File: config.mk
export PLATFORM = sky130hd
export DESIGN_NAME = ntps_mdio_arbiter_flat
export DESIGN_NICKNAME = d
export VERILOG_FILES = /design/src/rtl/ntps_mdio_arbiter_if.sv /design/src/rtl/ntps_mdio_arbiter.sv /design/src/flat_wrapper.sv
export SDC_FILE = /design/constraint.sdc
export NUM_CORES = 1
export LEC_CHECK = 0
export ABC_AREA = 1
export BUFFER_PORTS_ARGS = -buffer_cell sky130_fd_sc_hd__buf_2
export CELL_PAD_IN_SITES_DETAIL_PLACEMENT = 1
export CELL_PAD_IN_SITES_GLOBAL_PLACEMENT = 1
export CORE_AREA = 2 2 134 123
export DETAILED_ROUTE_END_ITERATION = 10
export DIE_AREA = 0 0 136 125
export PLACE_DENSITY = 0.87
export SLEW_MARGIN = 20
export SYNTH_ARGS = -nofsm -noshare
export SYNTH_HDL_FRONTEND = slang
export SYNTH_SLANG_ARGS = --single-unit
File: constraint.sdc
create_clock -name axi_aclk -period 2.32 [get_ports axi_aclk]
set_input_delay 0.348 -clock axi_aclk [delete_from_list [all_inputs] [get_ports axi_aclk]]
set_output_delay 0.348 -clock axi_aclk [all_outputs]
set_load 0.1 [all_outputs]
File: src/rtl/ntps_mdio_arbiter_if.sv
// ntps_mdio_arbiter_if: requester handshake, response and MDIO pin signals of the MDIO arbiter
interface ntps_mdio_arbiter_if #(
  parameter int NUM_REQ = 4
);
  logic [NUM_REQ-1:0]    req_valid;
  logic [NUM_REQ-1:0]    req_ready;
  logic [NUM_REQ-1:0]    req_write;
  logic [5*NUM_REQ-1:0]  req_phy_addr;
  logic [5*NUM_REQ-1:0]  req_reg_addr;
  logic [16*NUM_REQ-1:0] req_wdata;
  logic [NUM_REQ-1:0]    resp_valid;
  logic [15:0]           resp_rdata;
  logic                  resp_error;
  logic                  busy;
  logic                  mdc;
  logic                  mdio_o;
  logic                  mdio_t;
  logic                  mdio_i;
  modport slave (
    input  req_valid, req_write, req_phy_addr, req_reg_addr, req_wdata, mdio_i,
    output req_ready, resp_valid, resp_rdata, resp_error, busy, mdc, mdio_o, mdio_t
  );
  modport master (
    output req_valid, req_write, req_phy_addr, req_reg_addr, req_wdata, mdio_i,
    input  req_ready, resp_valid, resp_rdata, resp_error, busy, mdc, mdio_o, mdio_t
  );
endinterface

File: src/rtl/ntps_mdio_arbiter.sv
// ntps_mdio_arbiter: round-robin shared Clause-22 MDIO master with internally divided MDC
module ntps_mdio_arbiter #(
  parameter int NUM_REQ = 4,
  parameter int MDC_DIV = 25
) (
  input logic axi_aclk,
  input logic reset,
  ntps_mdio_arbiter_if.slave bus
);
  localparam int PW = $clog2(NUM_REQ);
  localparam int CW = $clog2(2 * MDC_DIV);
  localparam logic [CW-1:0] HALF = CW'(MDC_DIV - 1);
  localparam logic [CW-1:0] LAST = CW'(2 * MDC_DIV - 1);
  typedef enum logic [1:0] {IDLE, FRAME, RESP} state_t;
  state_t        state_q, state_d;
  logic [PW-1:0] ptr_q, ptr_d, gidx;
  logic [CW-1:0] cnt_q, cnt_d;
  logic [5:0]    bit_q, bit_d;
  logic [63:0]   frame_q, frame_d;
  logic          wr_q, wr_d;
  logic          mdc_q, mdc_d, mdo_q, mdo_d, mdt_q, mdt_d;
  logic [1:0]    sync_q;
  logic          err_q, err_d, rerr_q, rerr_d;
  logic [15:0]   rx_q, rx_d, rdata_q, rdata_d;
  logic          accept, sel_wr;
  logic [4:0]    sel_phy, sel_reg;
  logic [15:0]   sel_wd;
  // Walk downward so the requester closest after the pointer is written last and wins.
  always_comb begin
    gidx = '0;
    for (int k = NUM_REQ; k >= 1; k--)
      if (bus.req_valid[(int'(ptr_q) + k) % NUM_REQ]) gidx = PW'((int'(ptr_q) + k) % NUM_REQ);
  end
  assign accept  = state_q == IDLE && |bus.req_valid;
  assign sel_wr  = bus.req_write[gidx];
  assign sel_phy = bus.req_phy_addr[5*int'(gidx) +: 5];
  assign sel_reg = bus.req_reg_addr[5*int'(gidx) +: 5];
  assign sel_wd  = bus.req_wdata[16*int'(gidx) +: 16];
  always_comb begin
    state_d = state_q;
    ptr_d   = ptr_q;
    cnt_d   = cnt_q;
    bit_d   = bit_q;
    frame_d = frame_q;
    wr_d    = wr_q;
    mdc_d   = mdc_q;
    mdo_d   = mdo_q;
    mdt_d   = mdt_q;
    err_d   = err_q;
    rx_d    = rx_q;
    rdata_d = rdata_q;
    rerr_d  = rerr_q;
    case (state_q)
      IDLE: if (accept) begin
        state_d = FRAME;
        ptr_d   = gidx;
        wr_d    = sel_wr;
        frame_d = {32'hFFFF_FFFF, 2'b01, sel_wr ? 2'b01 : 2'b10, sel_phy, sel_reg,
                   sel_wr ? {2'b10, sel_wd} : 18'h3_FFFF};
        cnt_d   = '0;
        bit_d   = '0;
        mdc_d   = 1'b0;
        mdo_d   = 1'b1;
        mdt_d   = 1'b0;
        err_d   = 1'b0;
        rx_d    = '0;
      end
      FRAME: begin
        cnt_d = (cnt_q == LAST) ? '0 : cnt_q + 1'b1;
        mdc_d = cnt_d >= CW'(MDC_DIV);
        // Sample on the edge that raises mdc.
        if (cnt_q == HALF && bit_q == 6'd47) err_d = sync_q[1];
        if (cnt_q == HALF && bit_q >= 6'd48) rx_d = {rx_q[14:0], sync_q[1]};
        if (cnt_q == LAST) begin
          bit_d = bit_q + 1'b1;
          mdo_d = frame_q[~bit_d];
          mdt_d = !wr_q && bit_q >= 6'd45;
        end
        if (cnt_q == LAST && bit_q == 6'd63) begin
          state_d = RESP;
          mdo_d   = 1'b1;
          mdt_d   = 1'b1;
          rdata_d = wr_q ? '0 : rx_q;
          rerr_d  = !wr_q && err_q;
        end
      end
      default: state_d = IDLE;
    endcase
  end
  always_ff @(posedge axi_aclk or posedge reset)
    if (reset) begin
      state_q <= IDLE;
      ptr_q   <= PW'(NUM_REQ - 1);
      cnt_q   <= '0;
      bit_q   <= '0;
      frame_q <= '1;
      wr_q    <= 1'b0;
      mdc_q   <= 1'b0;
      mdo_q   <= 1'b1;
      mdt_q   <= 1'b1;
      sync_q  <= '1;
      err_q   <= 1'b0;
      rx_q    <= '0;
      rdata_q <= '0;
      rerr_q  <= 1'b0;
    end else begin
      state_q <= state_d;
      ptr_q   <= ptr_d;
      cnt_q   <= cnt_d;
      bit_q   <= bit_d;
      frame_q <= frame_d;
      wr_q    <= wr_d;
      mdc_q   <= mdc_d;
      mdo_q   <= mdo_d;
      mdt_q   <= mdt_d;
      sync_q  <= {sync_q[0], bus.mdio_i};
      err_q   <= err_d;
      rx_q    <= rx_d;
      rdata_q <= rdata_d;
      rerr_q  <= rerr_d;
    end
  assign bus.req_ready  = accept ? {{(NUM_REQ-1){1'b0}}, 1'b1} << gidx : '0;
  assign bus.resp_valid = (state_q == RESP) ? {{(NUM_REQ-1){1'b0}}, 1'b1} << ptr_q : '0;
  assign bus.resp_rdata = rdata_q;
  assign bus.resp_error = rerr_q;
  assign bus.busy       = state_q != IDLE;
  assign bus.mdc        = mdc_q;
  assign bus.mdio_o     = mdo_q;
  assign bus.mdio_t     = mdt_q;
endmodule

File: src/flat_wrapper.sv
// flat-port wrapper written by rule: the top's interface ports become plain ports
module ntps_mdio_arbiter_flat 
#(
  parameter int NUM_REQ = 4,
  parameter int MDC_DIV = 25
)
  (axi_aclk, reset, bus_req_valid, bus_req_write, bus_req_phy_addr, bus_req_reg_addr, bus_req_wdata, bus_mdio_i, bus_req_ready, bus_resp_valid, bus_resp_rdata, bus_resp_error, bus_busy, bus_mdc, bus_mdio_o, bus_mdio_t);
  ntps_mdio_arbiter_if #(.NUM_REQ(NUM_REQ)) bus_i ();
  input logic axi_aclk;
  input logic reset;
  input wire logic [$bits(bus_i.req_valid)-1:0] bus_req_valid;
  input wire logic [$bits(bus_i.req_write)-1:0] bus_req_write;
  input wire logic [$bits(bus_i.req_phy_addr)-1:0] bus_req_phy_addr;
  input wire logic [$bits(bus_i.req_reg_addr)-1:0] bus_req_reg_addr;
  input wire logic [$bits(bus_i.req_wdata)-1:0] bus_req_wdata;
  input wire logic [$bits(bus_i.mdio_i)-1:0] bus_mdio_i;
  output wire logic [$bits(bus_i.req_ready)-1:0] bus_req_ready;
  output wire logic [$bits(bus_i.resp_valid)-1:0] bus_resp_valid;
  output wire logic [$bits(bus_i.resp_rdata)-1:0] bus_resp_rdata;
  output wire logic [$bits(bus_i.resp_error)-1:0] bus_resp_error;
  output wire logic [$bits(bus_i.busy)-1:0] bus_busy;
  output wire logic [$bits(bus_i.mdc)-1:0] bus_mdc;
  output wire logic [$bits(bus_i.mdio_o)-1:0] bus_mdio_o;
  output wire logic [$bits(bus_i.mdio_t)-1:0] bus_mdio_t;
  assign bus_i.req_valid = bus_req_valid;
  assign bus_i.req_write = bus_req_write;
  assign bus_i.req_phy_addr = bus_req_phy_addr;
  assign bus_i.req_reg_addr = bus_req_reg_addr;
  assign bus_i.req_wdata = bus_req_wdata;
  assign bus_i.mdio_i = bus_mdio_i;
  assign bus_req_ready = bus_i.req_ready;
  assign bus_resp_valid = bus_i.resp_valid;
  assign bus_resp_rdata = bus_i.resp_rdata;
  assign bus_resp_error = bus_i.resp_error;
  assign bus_busy = bus_i.busy;
  assign bus_mdc = bus_i.mdc;
  assign bus_mdio_o = bus_i.mdio_o;
  assign bus_mdio_t = bus_i.mdio_t;
  ntps_mdio_arbiter #(.NUM_REQ(NUM_REQ), .MDC_DIV(MDC_DIV)) u_core (.axi_aclk(axi_aclk), .reset(reset), .bus(bus_i));
endmodule
== After elaboration in Yosys (flattened, before gate mapping) ==
Cells that the tools add are included.
W data, S select, Z words.
Word-level totals
  flip-flop bits (word level): 87
  bits of input ports: 115
Cells by class
  bitwise gates (word level): 5
  reductions and logical operators: 23
  $mul: 1
  eq/ne operators: 12
  shifts and indexed selects: 5
  add/subtract/negate cells: 6
  multiplexer cells: 47
  magnitude comparators: 9
Operators by type and width (count)
  $shiftx A20 B32 Y5: 2
  $shiftx A64 B7 Y16: 1
  $mux W16: 3
  $pmux W16 S2: 1
  $pmux W6 S2: 2
  $eq A6 B6 Y1 const B: 3
  $mux W6: 3
  $mux W1: 17
  $mux W17: 1
  $lt A3 B4 Y1 const B: 4
  $mux W2: 7
  $add A6 B1 Y6 const B: 2
  $ge A6 B6 Y1 const B: 2
  $reduce_and A3 Y1: 4
  $bmux W1 S2: 5
  $ne A2 B1 Y1 const B: 5
  $mux W4: 2
  $pmux W1 S2: 4
  $reduce_and A2 Y1: 4
  $reduce_or A2 Y1: 4
  $shl A1 B2 Y4 const A: 2
  $lt A6 B7 Y1 const B: 1
  $bmux W1 S6: 1
  $eq A6 B5 Y1 const B: 1
  16 further kinds: 27

== Longest topological paths before layout ==
Gate-level depths: netlist of run 1.
  depth after elaboration: 13
  depth in mapped cells: 17
  gate-level depth less buffers: 16

== Least setup slack after synthesis of run 1 ==
OpenSTA, ideal clock, no wires.
  path kind: register -> output
  start: register u_core.ptr_q[0]
  end: output port bus_req_ready[0]
  path buffers: 2
  setup slack: -1.830 ns
  data arrival time: 3.802 ns
  data required time: 1.972 ns
  stages on the path, launching flop included: 12
  cells stage by stage: dfstp_2 inv_2 ha_1 inv_1 nand2_1 nand2_1 nand2_1 nand2_2 inv_2 buf_4 buf_2 nor3_1
Between the ends
  cells in the longest elaborated chain, start to end: 10
  elaborated cells on any way between the ends: 22
  those cells by class: add/sub (4); shift (1); mux (17)
RTL lines
  start: declaration: line ntps_mdio_arbiter.sv:16  | logic [PW-1:0] ptr_q, ptr_d, gidx;
  start signal: assignment: line ntps_mdio_arbiter.sv:93  | ptr_q <= PW'(NUM_REQ - 1);
  start signal: assignment: line ntps_mdio_arbiter.sv:108  | ptr_q <= ptr_d;
  $add A2 B1 Y2: line ntps_mdio_arbiter.sv:32  | if (bus.req_valid[(int'(ptr_q) + k) % NUM_REQ]) gidx = PW'((int'(ptr_q) + k) % NUM_REQ);
  $bmux W1 S2: line ntps_mdio_arbiter.sv:32
  $mux W1 (not written as such) (2 in series): line ntps_mdio_arbiter.sv:32
  $mux W2 (3 in series): line ntps_mdio_arbiter.sv:32
  $mux W2 (*): line ntps_mdio_arbiter.sv:32
  $shl A1 B2 Y4 (*): line ntps_mdio_arbiter.sv:122  | assign bus.req_ready = accept ? {{(NUM_REQ-1){1'b0}}, 1'b1} << gidx : '0;
  $mux W4 (*): line ntps_mdio_arbiter.sv:122
  end: declaration: line flat_wrapper.sv:17  | output wire logic [$bits(bus_i.req_ready)-1:0] bus_req_ready;
Every way passes the cells marked *; elsewhere a longest branch is shown, timed or not. The select of a mux whose other input is x is not followed.

== Worst setup path in the final report of run 1 ==
  start: register u_core.ptr_q[0]
  end: output port bus_req_ready[1]
Same word-level chain as after synthesis.

==> results.py, run 1 <==
metrics = {
    "global_routing": {
        "grt_pass1_wl_mm": 28.3,
        "antenna_found_initial": 0,
        "grt_pass1_vias": 5823,
        "grt_overflow": 0,
        "track_usage": 0.204,
        "grt_max_degree": 47,
    },
    "setup_path": {
        "path_cells": "inv_4 -> buf_4 -> nand2_1 -> nand2_2 -> nand2_2 -> nand2_2 -> nand2_4 -> nand3_4 -> nand2_8 -> inv_8 -> nor3_4 -> buf_12",
        "r2r_end": "u_core.frame_q[15]$_DFFE_PP1P_",
        "reg2regPathDepth": 19,
        "end_kind": "output port",
        "arrival_ns": 2.31,
        "cp.required_ns": 1.97,
        "worst-path-max-fanout": 6,
        "critPathLaunch": "u_core.ptr_q[0]$_DFFE_PP1P_",
        "cp_slowest_cell": "dfstp_2",
        "crit_type": "register to output port",
        "slowest_delay_ns": 0.59,
        "rr_startpoint": "u_core.ptr_q[0]$_DFFE_PP1P_",
        "startpoint_type": "register",
        "crit_top_cell": "nand2_2",
        "r2r_slack_ns": -0.17,
    },
    "final_layout": {
        "nets": 994,
        "drive_gt1_frac": 0.327,
        "stdcell_area_mm2": 0.00695,
        "area_growth_pct": 33.8,
        "fin_cells": 1081,
        "layout_common_cells": "nand2_1 (203), buf_2 (138), nand3_1 (91), inv_1 (51), dfrtp_1 (50)",
        "antenna_cells": 0,
        "final_common_cell": "nand2_1",
    },
    "hold_path": {
        "min_path_type": "input pin to register",
        "hp-start": "bus_mdio_i",
        "holdPathEnd": "u_core.sync_q[0]$_DFF_PP1_",
        "holdPathStages": 1,
    },
    "timing": {
        "max_freq_mhz": 376,
        "relSlewSlack": 0.551,
        "worst_slew_pin_slew_ns": 0.673,
        "hold_violations": 0,
        "min_period_over_period": 1.15,
        "fin_ws_ns": -0.343,
        "final_max_slew_viol_count": 0,
        "fin_skew_ns": 0.00834,
        "rsz0062_at_grt": "yes",
        "period_needed_ns": 2.66,
        "setup_viol": 29,
    },
    "status": {
        "outcome": "finished with violations",
        "violations": "negative setup slack",
    },
    "yosys": {
        "postSynthAreaPerCell_um2": 7.30,
        "syn_inst": 712,
        "synth_seq_cells": 85,
        "yosysUniqueCellTypes": 33,
        "synth-edff-count": 0,
        "async_reset_ff_frac": 1.00,
        "synth_ff_type": "dfrtp_1",
        "syn_nets": 837,
        "synthesis.area_mm2": 0.00519,
        "yosys_warnings": 0,
        "synth.yosys.seq_area_share": 0.418,
    },
    "floorplanning": {
        "initial_core_util": 0.330,
        "row_count": 44,
        "ios": 144,
        "coreArea_mm2": 0.0157,
        "die_area_mm2": 0.0170,
        "die_w_um": 136,
        "die_y_um": 125,
    },
    "routing": {
        "vias": 5695,
        "via_per_inst": 5.27,
        "drtIter0Drc": 283,
        "drt_wl_total_mm": 18.4,
        "route.detailed.drc": 0,
        "antenna_left": 0,
        "wl_per_cell_um": 17.1,
        "drt-pass1-iter-count": 6,
    },
    "clock_network": {
        "cts_buffers": 9,
        "cts_num_sinks": 85,
        "cts.clk_slew.worst_paths_ns": 0.06,
        "clkLatencyLatePin_ns": 0.35,
        "htree_levels": 3,
        "clockRootBuffer": "clkbuf_16",
        "cts_tree": "yes",
        "clockBufferDepth": 2,
    },
    "place": {
        "gp_congestion": 0.793,
        "hpwlAfterDp_mm": 12.3,
        "post-place-cells": 1048,
        "placed_area_mm2": 0.00637,
        "portBuffers": 143,
    },
    "flow_run": {
        "cap_violations": 0,
    },
    "pwr": {
        "ir_worst_vdd_mv": 0.462,
        "leakagePower_nw": 3.50,
        "total_power_w": 0.00420,
        "power_density_mw_per_mm2": 604,
    },
}
## critical path: cells and delay by family, from the launching register on
family	cells	cell delay [ns]
buf+inv	4	0.45
simple gates	8	0.92
flops	1	0.59
## metal layers
metal / part of all wire / track usage / vias to the layer above
li1: - / - / 2714
met1: 0.43 / 0.264 / 2754
met2: 0.49 / 0.349 / 192
met3: 0.053 / 0.0474 / 35
met4: 0.022 / 0.0417 / 0
met5: 0 / 0 / -
## kinds of logic (layout without fill, tap and decap cells)
| group | count (synthesis) | in the layout | share of synthesized area |
|---|---|---|---|
| AO/OA/AOI/OAI | 92 | 92 | 0.110 |
| adder cells (fa/ha/maj) | 10 | 10 | 0.0241 |
| flip-flops | 85 | 85 | 0.418 |
| buffers and inverters | 104 | 264 | 0.0865 |
| AND/OR/NAND/NOR | 420 | 422 | 0.360 |
| XOR/XNOR | 1 | 1 | 0.00169 |
## through the flow
stage | util | setup TNS [ns] | setup slack (ns) | hold slack (ns)
finish | 0.441 | -4.41 | -0.343 | 0.108
global route | 0.441 | -6.97 | -0.412 | 0.0875
CTS | 0.433 | -2.05 | -0.231 | 0.0940
detailed placement | 0.404 | -1.21 | -0.0924 | 0.315
global placement | 0.404 | 0 | 0.00446 | 0.315
floorplan | - | -1.56 | -0.502 | 0.345
## flip-flops by register name, indices dropped and copies added, names as in the netlist, 2 cells and up
| name | cells |
|---|---|
| u_core.frame_q | 29 |
| u_core.bus.resp_rdata | 16 |
| u_core.rx_q | 16 |
| u_core.bit_q | 6 |
| u_core.cnt_q | 6 |
| u_core.ptr_q | 2 |
| u_core.state_q | 2 |
| u_core.sync_q | 2 |
## cell usage after synthesis, types with 3 or more instances
cell type  count  area [µm²]
a21oi_1        4        20.0
buf_6          4        45.0
buf_4          4        30.0
inv_2          4        15.0
buf_2         11        55.1
inv_1         55         206
clkbuf_1      22        82.6
nand2_2        3        18.8
o21ai_0       36         180
nand2_1      215         807
ha_1          10         125
nor2_1        50         188
dfrtp_1       50        1250
o22ai_1        8        50.1
nor3_1         4        20.0
buf_1          3        11.3
o31ai_1       30         225
nand2_4        3        33.8
o211ai_1       6        45.0
nand4_1       43         269
or2_2          5        31.3
nand3_1       92         460
o21ai_1        5        25.0
dfstp_2       35         920
## area by class of cell
cell class / instances / area [µm²]
Fill cell: 2026 / 8790
Multi-Input combinational cell: 525 / 2760
Sequential cell: 85 / 2170
Timing Repair Buffer: 188 / 1200
Tap cell: 207 / 259
Inverter: 60 / 253
Clock buffer: 9 / 225
Clock inverter: 7 / 82.6
## what timing repair did
item                                    CTS  global route
pin swaps                                14            17
endpoints found under the setup margin   22            30
hold buffers                              1             0
cloned                                    2             1
gates resized for setup                  13            29
endpoints found under the hold margin     9             0
buffers inserted                         13             5
## how the worst max path moves through the flow
stage / cells after the start / slack, ns / to
final: 12 / -0.34 / bus_req_ready[1]
after global routing: 12 / -0.41 / bus_req_ready[1]
after CTS: 11 / -0.23 / bus_req_ready[2]
after detailed placement: 16 / -0.09 / u_core.frame_q[8]$_DFFE_PP1P_
after global placement: 16 / 0.004 / u_core.frame_q[7]$_DFFE_PP1P_
after floorplan: 12 / -0.50 / bus_req_ready[2]
## report_power, final
group | internal (W) | switching (W) | total [W]
logic | 0.000418 | 0.000661 | 0.00108
registers | 0.00157 | 0.0000414 | 0.00161
clock network | 0.000850 | 0.000659 | 0.00151
total | 0.00284 | 0.00136 | 0.00420
(Power assumes the default switching activity.)
==> run 2, diff against run 1 <==
==> constraint.sdc (replaced) <==
create_clock -name axi_aclk -period 2.32 [get_ports axi_aclk]
set_input_delay 0.348 -clock axi_aclk [delete_from_list [all_inputs] [get_ports axi_aclk]]
set_output_delay 0.348 -clock axi_aclk [all_outputs]
set_load 0.005 [all_outputs]
==> run 2 against run 1 <==
Compared with the run above: the run still ends with negative setup slack left; non-clock buffer count fell by 1; sequential share of layout area down 0.15 points; utilization rose by 0.21 points; register-to-register slack improved by 0.24 ns; setup slack better by 0.28 ns; worst hold slack got worse by 0.0087 ns; routed wire length down 4.0%; sequential power about the same; critical path depth down 1; critical path type unchanged; largest power group unchanged.
==> results.py, run 2 (synthesis gave the netlist of run 1 again) <==
metrics = {
    "status": {
        "outcome": "finished with violations",
        "violations": "negative setup slack",
    },
    "pwr": {
        "ir_worst_vdd_mv": 0.279,
        "p_sw_frac": 0.317,
        "leakagePower_nw": 3.50,
        "internal_power_w": 0.00287,
        "p_comb_frac": 0.271,
        "seqPwrFrac": 0.380,
        "total_power_w": 0.00421,
        "pwr-share-clk": 0.349,
        "power_density_mw_per_mm2": 602,
        "p_switching_w": 0.00133,
    },
    "place": {
        "portBuffers": 143,
        "gp_congestion": 0.815,
        "hpwlAfterDp_mm": 12.1,
        "placed_area_mm2": 0.00626,
    },
    "floorplanning": {
        "die_w_um": 136,
        "die_area_mm2": 0.0170,
        "initial_core_util": 0.330,
        "row_count": 44,
        "die_y_um": 125,
        "coreArea_mm2": 0.0157,
        "ios": 144,
    },
    "timing": {
        "final_max_slew_viol_count": 0,
        "min_period_over_period": 1.03,
        "fin_ws_ns": -0.0647,
        "fin_skew_ns": 0.00556,
        "setup_viol": 4,
        "worst_slew_pin_slew_ns": 0.579,
        "max_freq_mhz": 419,
        "hold_violations": 0,
        "period_needed_ns": 2.38,
        "rsz0062_at_grt": "yes",
        "relSlewSlack": 0.613,
    },
    "setup_path": {
        "crit_type": "register to output port",
        "slowest_delay_ns": 0.55,
        "path_cells": "inv_2 -> ha_4 -> inv_2 -> nand2_2 -> nand2_1 -> nand2_2 -> nand2_4 -> inv_8 -> nand2_1 -> nor2_2 -> buf_2",
        "reg2regPathDepth": 16,
        "r2r_end": "u_core.frame_q[22]$_DFFE_PP1P_",
        "rr_startpoint": "u_core.ptr_q[0]$_DFFE_PP1P_",
        "startpoint_type": "register",
        "cp_slowest_cell": "dfstp_2",
        "worst-path-max-fanout": 5,
        "arrival_ns": 2.04,
        "r2r_slack_ns": 0.07,
        "end_kind": "output port",
        "cp.required_ns": 1.97,
    },
    "clock_network": {
        "clockBufferDepth": 2,
        "cts_hold_buf": 0,
        "cts_tree": "yes",
        "clockRootBuffer": "clkbuf_16",
        "cts_num_sinks": 85,
        "cts_buffers": 9,
        "htree_levels": 3,
        "cts.clk_slew.worst_paths_ns": 0.06,
        "clkLatencyLatePin_ns": 0.34,
    },
    "global_routing": {
        "grt_overflow": 0,
        "antenna_found_initial": 0,
        "grt_max_degree": 62,
        "grt_pass1_wl_mm": 28.5,
        "track_usage": 0.206,
        "grt_pass1_vias": 5716,
    },
    "final_layout": {
        "final_common_cell": "nand2_1",
        "drive_gt1_frac": 0.338,
        "layout_common_cells": "nand2_1 (200), buf_2 (143), nand3_1 (83), inv_1 (52), dfrtp_1 (50)",
        "antenna_cells": 0,
        "stdcell_area_mm2": 0.00698,
        "largest_reg_flops": 29,
        "nets": 993,
        "area_growth_pct": 34.4,
        "top_register": "u_core.frame_q",
        "fillers": 2010,
    },
    "hold_path": {
        "min_path_type": "input pin to register",
        "holdPathEnd": "u_core.sync_q[0]$_DFF_PP1_",
        "holdPathStages": 1,
        "hp-start": "bus_mdio_i",
    },
    "routing": {
        "vias": 5569,
        "wl_per_cell_um": 16.4,
        "antenna_left": 0,
        "via_per_inst": 5.16,
        "drt_wl_total_mm": 17.7,
        "drt-pass1-iter-count": 4,
        "route.detailed.drc": 0,
        "drtIter0Drc": 239,
    },
    "flow_run": {
        "cap_violations": 0,
    },
}
-- run 2: cell count changes in the layout (fill, tap and decap cells not counted), sizes merged --
cell         previous run  this run
clkinv                  3         1
buf                   185       184
clkbuf                 11        12
dlygate4sd3             1         0
inv                    59        60
-- run 2: per-stage QoR --
step | utilization | TNS (ns) | hold slack (ns) | instances | setup WS (ns)
floorplan | - | 0 | 0.345 | 712 | 0.0455
global placement | 0.397 | 0 | 0.351 | 1047 | 0.0975
detailed placement | 0.397 | -0.0444 | 0.350 | 1047 | -0.0184
CTS | 0.429 | -0.205 | 0.0832 | 1074 | -0.0708
global route | 0.444 | -0.852 | 0.0837 | 1079 | -0.161
finish | 0.444 | -0.167 | 0.0992 | 1079 | -0.0647
-- run 2: power groups by stage --
stage / combinational [W] / sequential [W] / clock [W]
2_1_floorplan: 0.000601 / 0.00161 / 0
3_3_place_gp: 0.000863 / 0.00162 / 0
3_5_place_dp: 0.000878 / 0.00162 / 0
4_1_cts: 0.000996 / 0.00160 / 0.00151
5_1_grt: 0.00125 / 0.00161 / 0.00158
6_report: 0.00114 / 0.00160 / 0.00147
-- run 2: worst max-delay path by stage --
stage / endpoint / start
after CTS: bus_req_ready[2] / u_core.ptr_q[1]$_DFFE_PP1P_
after global routing: bus_req_ready[3] / u_core.ptr_q[0]$_DFFE_PP1P_
after detailed placement: u_core.wr_q$_DFFE_PP0P_ / u_core.ptr_q[1]$_DFFE_PP1P_
final: bus_req_ready[3] / u_core.ptr_q[0]$_DFFE_PP1P_
after global placement: u_core.frame_q[7]$_DFFE_PP1P_ / u_core.ptr_q[1]$_DFFE_PP1P_
after floorplan: bus_req_ready[0] / u_core.ptr_q[0]$_DFFE_PP1P_
-- run 2: worst max-delay path: cells and delay by family (launching register included) --
| kind | cells | cell delay, ns |
|---|---|---|
| and+or+nand+nor | 6 | 0.54 |
| adders and majority gates | 1 | 0.28 |
| DFF | 1 | 0.55 |
| buffers and inverters | 4 | 0.31 |
-- run 2: layer usage --
metal  wire length [µm]  up-vias  track usage
met2               8550      164        0.336
met5                  0        -            0
met1               8170     2672        0.287
met3                760       18       0.0312
met4                221        0       0.0533
li1                   -     2715            -
-- run 2: layout make-up --
cell class | instances | area, µm² | share of cell area
Clock buffer | 9 | 225 | 0.0323
Clock inverter | 6 | 72.6 | 0.0104
Inverter | 60 | 246 | 0.0353
Multi-Input combinational cell | 525 | 2790 | 0.399
Sequential cell | 85 | 2170 | 0.311
Tap cell | 207 | 259 | 0.0371
Timing Repair Buffer | 187 | 1220 | 0.175
-- run 2: what timing repair did --
item | in CTS | in global routing
cloned | 2 | 4
pin swaps | 6 | 22
resized for setup | 26 | 35
buffers inserted | 10 | 3
setup endpoints to repair | 21 | 36
